===== config.mk =====
export PLATFORM = sky130hd
export DESIGN_NAME = ddr_native_arbiter_flat
export DESIGN_NICKNAME = d
export VERILOG_FILES = /design/src/rtl/ddr_native_arbiter_pkg.sv /design/src/rtl/ddr_native_arbiter_if.sv /design/src/rtl/rr_priority_sel.sv /design/src/rtl/ddr_native_arbiter.sv /design/src/flat_wrapper.sv
export SDC_FILE = /design/constraint.sdc
export NUM_CORES = 1
export LEC_CHECK = 0
export CAP_MARGIN = 10
export CELL_PAD_IN_SITES_DETAIL_PLACEMENT = 0
export CELL_PAD_IN_SITES_GLOBAL_PLACEMENT = 1
export CORE_MARGIN = 2
export CORE_UTILIZATION = 26
export CTS_BUF_LIST = sky130_fd_sc_hd__clkbuf_8
export CTS_CLUSTER_DIAMETER = 120
export DETAILED_ROUTE_END_ITERATION = 10
export PLACE_DENSITY_LB_ADDON = 0.1
export SLEW_MARGIN = 20
export SYNTH_ARGS = -nofsm -noshare
export SYNTH_HDL_FRONTEND = slang
export SYNTH_SLANG_ARGS = --single-unit

===== constraint.sdc =====
create_clock -name clk -period 1.9 [get_ports clk]
set_input_delay 0.19 -clock clk [delete_from_list [all_inputs] [get_ports clk]]
set_output_delay 0.19 -clock clk [all_outputs]
set_load 0.01 [all_outputs]

===== src/rtl/ddr_native_arbiter_pkg.sv =====
// Shared FSM encoding, width helper and packed-vector slicing macro for the
// DDR native-bus arbiter and related schedulers.
`ifndef DDR_NB_FIELD
`define DDR_NB_FIELD(vec, idx, w) vec[(idx)*(w) +: (w)]
`endif

package ddr_native_arbiter_pkg;

    typedef enum logic {
        ARB_IDLE = 1'b0,
        ARB_BUSY = 1'b1
    } arb_state_e;

    // Index width that never collapses to zero bits for a single requester.
    function automatic int unsigned clog2_min1(input int unsigned n);
        return (n <= 1) ? 1 : $clog2(n);
    endfunction

endpackage


===== src/rtl/ddr_native_arbiter_if.sv =====
// Native-bus bundle between the requesters, the arbiter and the DDR port.
// The arbiter takes the master modport (it masters the DDR port).
interface ddr_native_arbiter_if
    import ddr_native_arbiter_pkg::*;
#(
    parameter int unsigned N_MASTERS = 2,
    parameter int unsigned ADDR_W    = 32,
    parameter int unsigned DATA_W    = 32
);
    localparam int unsigned STRB_W  = DATA_W / 8;
    localparam int unsigned GRANT_W = clog2_min1(N_MASTERS);

    logic [N_MASTERS-1:0]        m_valid;
    logic [N_MASTERS*ADDR_W-1:0] m_addr;
    logic [N_MASTERS*DATA_W-1:0] m_wdata;
    logic [N_MASTERS*STRB_W-1:0] m_wstrb;
    logic [DATA_W-1:0]           m_rdata;
    logic [N_MASTERS-1:0]        m_ready;
    logic                        s_valid;
    logic [ADDR_W-1:0]           s_addr;
    logic [DATA_W-1:0]           s_wdata;
    logic [STRB_W-1:0]           s_wstrb;
    logic [DATA_W-1:0]           s_rdata;
    logic                        s_ready;
    logic [GRANT_W-1:0]          grant;
    logic                        busy;
    logic                        timeout;
    logic                        timeout_clr;

    modport master (
        input  m_valid, m_addr, m_wdata, m_wstrb, s_rdata, s_ready, timeout_clr,
        output m_rdata, m_ready, s_valid, s_addr, s_wdata, s_wstrb, grant, busy, timeout
    );

    modport slave (
        output m_valid, m_addr, m_wdata, m_wstrb, s_rdata, s_ready, timeout_clr,
        input  m_rdata, m_ready, s_valid, s_addr, s_wdata, s_wstrb, grant, busy, timeout
    );

endinterface


===== src/rtl/rr_priority_sel.sv =====
// Combinational round-robin pick: first set request at or after the pointer,
// wrapping modulo N_REQ (works for non-power-of-two N_REQ).
module rr_priority_sel #(
    parameter int unsigned N_REQ = 2,
    parameter int unsigned IDX_W = 1
) (
    input  logic [N_REQ-1:0] i_req,
    input  logic [IDX_W-1:0] i_ptr,
    output logic [IDX_W-1:0] o_idx,
    output logic             o_any
);

    logic             w_found;
    logic [IDX_W-1:0] w_pos;

    always_comb begin
        w_found = 1'b0;
        w_pos   = '0;
        o_idx   = '0;
        for (int i = 0; i < int'(N_REQ); i++) begin
            w_pos = IDX_W'((int'(i_ptr) + i) % int'(N_REQ));
            if (!w_found && i_req[w_pos]) begin
                w_found = 1'b1;
                o_idx   = w_pos;
            end
        end
        o_any = |i_req;
    end

endmodule


===== src/rtl/ddr_native_arbiter.sv =====
// Round-robin arbiter sharing one DDR native-bus port between N_MASTERS
// requesters; holds the captured request until the slave completes it.
module ddr_native_arbiter
    import ddr_native_arbiter_pkg::*;
#(
    parameter int unsigned N_MASTERS = 2,
    parameter int unsigned ADDR_W    = 32,
    parameter int unsigned DATA_W    = 32,
    parameter int unsigned TIMEOUT   = 1024
) (
    input  logic                clk,
    input  logic                resetn,
    ddr_native_arbiter_if.master io_bus
);

    localparam int unsigned STRB_W  = DATA_W / 8;
    localparam int unsigned GRANT_W = clog2_min1(N_MASTERS);
    localparam int unsigned CNT_W   = $clog2(TIMEOUT);
    localparam logic [CNT_W-1:0]   CNT_MAX  = CNT_W'(TIMEOUT - 1);
    localparam logic [CNT_W-1:0]   CNT_ARM  = CNT_W'(TIMEOUT - 2);
    localparam logic [GRANT_W-1:0] LAST_IDX = GRANT_W'(N_MASTERS - 1);

    arb_state_e         r_state, w_state_nxt;
    logic [GRANT_W-1:0] r_ptr, w_ptr_nxt;
    logic [GRANT_W-1:0] r_grant, w_grant_nxt;
    logic [ADDR_W-1:0]  r_addr, w_addr_nxt;
    logic [DATA_W-1:0]  r_wdata, w_wdata_nxt;
    logic [STRB_W-1:0]  r_wstrb, w_wstrb_nxt;
    logic [CNT_W-1:0]   r_cnt, w_cnt_nxt;
    logic               r_timeout, w_timeout_nxt;
    logic [GRANT_W-1:0] w_win;
    logic               w_any;
    logic               w_to_set;
    logic [N_MASTERS-1:0] w_m_ready;

    rr_priority_sel #(
        .N_REQ (N_MASTERS),
        .IDX_W (GRANT_W)
    ) u_sel (
        .i_req (io_bus.m_valid),
        .i_ptr (r_ptr),
        .o_idx (w_win),
        .o_any (w_any)
    );

    always_comb begin
        w_state_nxt   = r_state;
        w_ptr_nxt     = r_ptr;
        w_grant_nxt   = r_grant;
        w_addr_nxt    = r_addr;
        w_wdata_nxt   = r_wdata;
        w_wstrb_nxt   = r_wstrb;
        w_cnt_nxt     = r_cnt;
        unique case (r_state)
            ARB_IDLE: begin
                if (w_any) begin
                    w_state_nxt = ARB_BUSY;
                    w_grant_nxt = w_win;
                    w_addr_nxt  = `DDR_NB_FIELD(io_bus.m_addr, w_win, ADDR_W);
                    w_wdata_nxt = `DDR_NB_FIELD(io_bus.m_wdata, w_win, DATA_W);
                    w_wstrb_nxt = `DDR_NB_FIELD(io_bus.m_wstrb, w_win, STRB_W);
                    w_cnt_nxt   = '0;
                end
            end
            ARB_BUSY: begin
                if (io_bus.s_ready) begin
                    w_state_nxt = ARB_IDLE;
                    w_ptr_nxt   = (r_grant == LAST_IDX) ? '0 : r_grant + 1'b1;
                end else if (r_cnt != CNT_MAX) begin
                    w_cnt_nxt = r_cnt + 1'b1;
                end
            end
            default: w_state_nxt = ARB_IDLE;
        endcase

        // Set fires only on the transition into saturation, so a clear sticks
        // even while the same transaction keeps stalling.
        w_to_set      = (r_state == ARB_BUSY) && !io_bus.s_ready && (r_cnt == CNT_ARM);
        w_timeout_nxt = r_timeout;
        if (w_to_set) begin
            w_timeout_nxt = 1'b1;
        end else if (io_bus.timeout_clr) begin
            w_timeout_nxt = 1'b0;
        end

        for (int i = 0; i < int'(N_MASTERS); i++) begin
            w_m_ready[i] = (r_state == ARB_BUSY) && io_bus.s_ready && (r_grant == GRANT_W'(i));
        end
    end

    always_ff @(posedge clk or negedge resetn) begin
        if (!resetn) begin
            r_state   <= ARB_IDLE;
            r_ptr     <= '0;
            r_grant   <= '0;
            r_addr    <= '0;
            r_wdata   <= '0;
            r_wstrb   <= '0;
            r_cnt     <= '0;
            r_timeout <= 1'b0;
        end else begin
            r_state   <= w_state_nxt;
            r_ptr     <= w_ptr_nxt;
            r_grant   <= w_grant_nxt;
            r_addr    <= w_addr_nxt;
            r_wdata   <= w_wdata_nxt;
            r_wstrb   <= w_wstrb_nxt;
            r_cnt     <= w_cnt_nxt;
            r_timeout <= w_timeout_nxt;
        end
    end

    assign io_bus.s_valid = (r_state == ARB_BUSY);
    assign io_bus.busy    = (r_state == ARB_BUSY);
    assign io_bus.s_addr  = r_addr;
    assign io_bus.s_wdata = r_wdata;
    assign io_bus.s_wstrb = r_wstrb;
    assign io_bus.grant   = r_grant;
    assign io_bus.timeout = r_timeout;
    assign io_bus.m_ready = w_m_ready;
    assign io_bus.m_rdata = io_bus.s_rdata;

endmodule


===== src/flat_wrapper.sv =====
// flat-port wrapper written by rule: the top's interface ports become plain ports
module ddr_native_arbiter_flat import ddr_native_arbiter_pkg::*;
#(
    parameter int unsigned N_MASTERS = 2,
    parameter int unsigned ADDR_W    = 32,
    parameter int unsigned DATA_W    = 32,
    parameter int unsigned TIMEOUT   = 1024
)
  (clk, resetn, io_bus_m_valid, io_bus_m_addr, io_bus_m_wdata, io_bus_m_wstrb, io_bus_s_rdata, io_bus_s_ready, io_bus_timeout_clr, io_bus_m_rdata, io_bus_m_ready, io_bus_s_valid, io_bus_s_addr, io_bus_s_wdata, io_bus_s_wstrb, io_bus_grant, io_bus_busy, io_bus_timeout);
  ddr_native_arbiter_if #(.N_MASTERS(N_MASTERS), .ADDR_W(ADDR_W), .DATA_W(DATA_W)) io_bus_i ();
  input  logic clk;
  input  logic resetn;
  input wire logic [$bits(io_bus_i.m_valid)-1:0] io_bus_m_valid;
  input wire logic [$bits(io_bus_i.m_addr)-1:0] io_bus_m_addr;
  input wire logic [$bits(io_bus_i.m_wdata)-1:0] io_bus_m_wdata;
  input wire logic [$bits(io_bus_i.m_wstrb)-1:0] io_bus_m_wstrb;
  input wire logic [$bits(io_bus_i.s_rdata)-1:0] io_bus_s_rdata;
  input wire logic [$bits(io_bus_i.s_ready)-1:0] io_bus_s_ready;
  input wire logic [$bits(io_bus_i.timeout_clr)-1:0] io_bus_timeout_clr;
  output wire logic [$bits(io_bus_i.m_rdata)-1:0] io_bus_m_rdata;
  output wire logic [$bits(io_bus_i.m_ready)-1:0] io_bus_m_ready;
  output wire logic [$bits(io_bus_i.s_valid)-1:0] io_bus_s_valid;
  output wire logic [$bits(io_bus_i.s_addr)-1:0] io_bus_s_addr;
  output wire logic [$bits(io_bus_i.s_wdata)-1:0] io_bus_s_wdata;
  output wire logic [$bits(io_bus_i.s_wstrb)-1:0] io_bus_s_wstrb;
  output wire logic [$bits(io_bus_i.grant)-1:0] io_bus_grant;
  output wire logic [$bits(io_bus_i.busy)-1:0] io_bus_busy;
  output wire logic [$bits(io_bus_i.timeout)-1:0] io_bus_timeout;
  assign io_bus_i.m_valid = io_bus_m_valid;
  assign io_bus_i.m_addr = io_bus_m_addr;
  assign io_bus_i.m_wdata = io_bus_m_wdata;
  assign io_bus_i.m_wstrb = io_bus_m_wstrb;
  assign io_bus_i.s_rdata = io_bus_s_rdata;
  assign io_bus_i.s_ready = io_bus_s_ready;
  assign io_bus_i.timeout_clr = io_bus_timeout_clr;
  assign io_bus_m_rdata = io_bus_i.m_rdata;
  assign io_bus_m_ready = io_bus_i.m_ready;
  assign io_bus_s_valid = io_bus_i.s_valid;
  assign io_bus_s_addr = io_bus_i.s_addr;
  assign io_bus_s_wdata = io_bus_i.s_wdata;
  assign io_bus_s_wstrb = io_bus_i.s_wstrb;
  assign io_bus_grant = io_bus_i.grant;
  assign io_bus_busy = io_bus_i.busy;
  assign io_bus_timeout = io_bus_i.timeout;
  ddr_native_arbiter #(.N_MASTERS(N_MASTERS), .ADDR_W(ADDR_W), .DATA_W(DATA_W), .TIMEOUT(TIMEOUT)) u_core (.clk(clk), .resetn(resetn), .io_bus(io_bus_i));
endmodule

==> results by group <==
Yosys
  – Asr flop ratio synth: 1.00
  – Count of warnings emitted by yosys: 0
  – Synth top area cells: dfrtp_1 (50%), mux2i_1 (17%), o21ai_0 (8.6%)
  – Yosys top cell area share: 0.497
  – Syn Inst Count: 416
  – Synth Flop Type: dfrtp_1
  – Post-synth EDFFs: 0
  – Sequential fraction of the synthesis area: 0.497
  – Count leader, synth: dfrtp_1
  – Synth cell count leaders: dfrtp_1 (82), nand2_1 (78), o21ai_0 (71)
  – Syn Nets: 592
  – Distinct cells, synth: 30
  – Yosys reg bits: 82
  – Largest area contributor in the netlist: dfrtp_1
  – Syn_area_per_cell: 9.93 sq um
  – Cell area after synthesis: 4130 sq um

Placement
  – Dpl cells: 799
  – Post-DP Area: 6310 sq um
  – Port Buffers: 215
  – GPL Wtd Cong: 0.707
  – DP HPWL: 9040 microns

Route
  – DR pass1 iterations: 4
  – Antenna viol nets, final: 0
  – Routed WL: 12200 microns
  – DRC: 0
  – Initial DRC count: 128
  – Via count: 3513
  – Vias/cell: 4.31
  – Wire per inst: 14.9 microns

Layout
  – Diodes inserted: 0
  – Nets: 771
  – Post-Layout Cell Count: 816
  – Fill count: 1553
  – Post-synthesis to final-layout area growth: 57.6%
  – Fin area: 6510 sq um
  – Layout cells sized above 1: 0.0483

STA
  – Setup violators final: 0
  – Min Clock Period, post-route: 1.76 ns
  – Worst slew margin: 0.701
  – Tcrit/Tclk final: 0.925
  – Max Clk Rate: 569 MHz
  – Max Slew Vio Count: 0
  – RSZ-0062 raised after global routing: false
  – Fin Clk Skew: 0.0141 ns
  – Worst-margin pin slew: 0.448 ns
  – Final hold vios: 0

Critical path
  – Data required, critical path: 1.71 ns
  – Critical path's slowest cell: clkdlybuf4s50_1
  – CP endpoint kind: output pin
  – CP Class: reg2out
  – CP startpoint kind: flop
  – Worst path cell trace: and3_1 -> clkdlybuf4s50_1
  – Worst EP arrival: 1.57 ns
  – Worst-path maximum fanout: 4
  – Worst stage delay on the critical path: 0.55 ns

Clock tree
  – Clock slew at reported path FFs: 0.08 ns
  – Num CTS Buffers: 9
  – CTS H-tree lvls: 3
  – CTS tree: built
  – Root Buffer: clkbuf_8
  – Clk_lat worst skew: 0.37 ns
  – Post-CTS setup buffers: 0
  – Num Clock Sinks: 82
  – Clk buf depth: 2

Global route
  – GRT Util Overall: 0.145
  – Total grt overflow: 0
  – Initial antenna violation count: 0
  – Largest net degree at the start of global routing: 109
  – First-pass GRT wire length: 18800 microns
  – Vias in the first global route: 3547

Floorplanning
  – Core area: 15700 sq um
  – DIE WIDTH: 130 microns
  – Row count: 46
  – DIE HEIGHT: 130 microns
  – DIE AREA: 16900 sq um
  – Starting Density: 0.263
  – Top Ports: 280

Pwr
  – Cell Pwr Density: 861 nW/um^2
  – Leakage: 2.91 nW
  – Max VDD drop: 0.000324 V
  – Total power: 5.61 mW

Job
  – Max_cap viols: 0

Run status
  – Outcome: completed

Hold path
  – Min-delay worst type: in2async
## worst max-delay path: cells and delay by family (launching register included)
| kind | cells | cell delay [ns] |
|---|---|---|
| simple gates | 1 | 0.22 |
| flops | 1 | 0.43 |
| buf+inv | 1 | 0.55 |
## layout by cell type, fill, tap and decap left out, drive strengths merged, types with 2 or more instances in the layout
cell type,n
a21o,2
a21oi,3
a31oi,7
and3,3
and4,2
buf,12
clkbuf,12
clkdlybuf4s50,214
dfrtp,82
ha,2
inv,8
mux2i,69
nand2,78
nand2b,3
nand3,7
nor2,8
o21ai,75
## flip-flops by register name, summed over array words and instances, names as in the netlist
register,count
u_core.io_bus.busy,1
u_core.io_bus.grant,1
u_core.io_bus.s_addr,32
u_core.io_bus.s_wdata,32
u_core.io_bus.s_wstrb,4
u_core.io_bus.timeout,1
u_core.r_cnt,10
u_core.r_ptr,1
## cell type report
type                       instances  area, sq um  area share
timing repair buffer             227         2290       0.352
sequential                        82         2050       0.315
multi-input combinational        270         1690       0.260
tap                              216          270      0.0415
clock buffer                      12          165      0.0254
clock inverter                     4         18.8     0.00288
inverter                           5         18.8     0.00288
## power breakdown
part           leakage [nW]  switching (mW)  internal [mW]
Combinational          1.79           0.846           1.17
Sequential             1.02           0.244           2.13
Clock                 0.102           0.646          0.570
## cell families after synthesis
family	after synthesis	synth area share
muxes	69	0.167
and+or+nand+nor	107	0.112
AOI/OAI and AO/OA	92	0.121
buffers and inverters	64	0.0966
DFF	82	0.497
adders and majority gates	2	0.00606
## worst paths after layout
check,from,end,slack [ns],cells after the start
min,resetn,u_core.io_bus.timeout,0.31,2
max,u_core.io_bus.grant,io_bus_m_ready[1],0.14,2
max reg2reg,u_core.r_cnt[1],u_core.r_cnt[1],0.19,5
max in group asynchronous,resetn,u_core.io_bus.s_wdata[20],1.02,3
min in group clk,io_bus_s_rdata[15],io_bus_m_rdata[15],0.38,0
min reg2reg,u_core.io_bus.s_wdata[19],u_core.io_bus.s_wdata[19],0.48,2
## timing repair
action | in CTS | in global routing
setup endpoints to repair | 0 | 2
hold buffers | 1 | 0
resized for setup | 0 | 1
hold endpoints to repair | 27 | 0
## stage by stage
stage	hold slack, ns	worst slack (ns)	setup TNS, ns	utilization
finish	0.310	0.143	0	0.414
detailed placement	0.156	-0.00347	-0.00347	0.402
global route	0.339	0.0319	0	0.414
global placement	0.156	0.0336	0	0.402
floorplan	-0.106	0.274	0	-
CTS	0.301	0.0313	0	0.414
## per-layer routing
| layer | track usage | wire [microns] | up-vias |
|---|---|---|---|
| met4 | 0.0734 | 409 | 0 |
| met2 | 0.238 | 5830 | 156 |
| met3 | 0.0541 | 1080 | 30 |
| met1 | 0.167 | 4840 | 1577 |
| li1 | - | - | 1750 |
| met5 | 0 | 0 | - |
(Power assumes the default switching activity.)
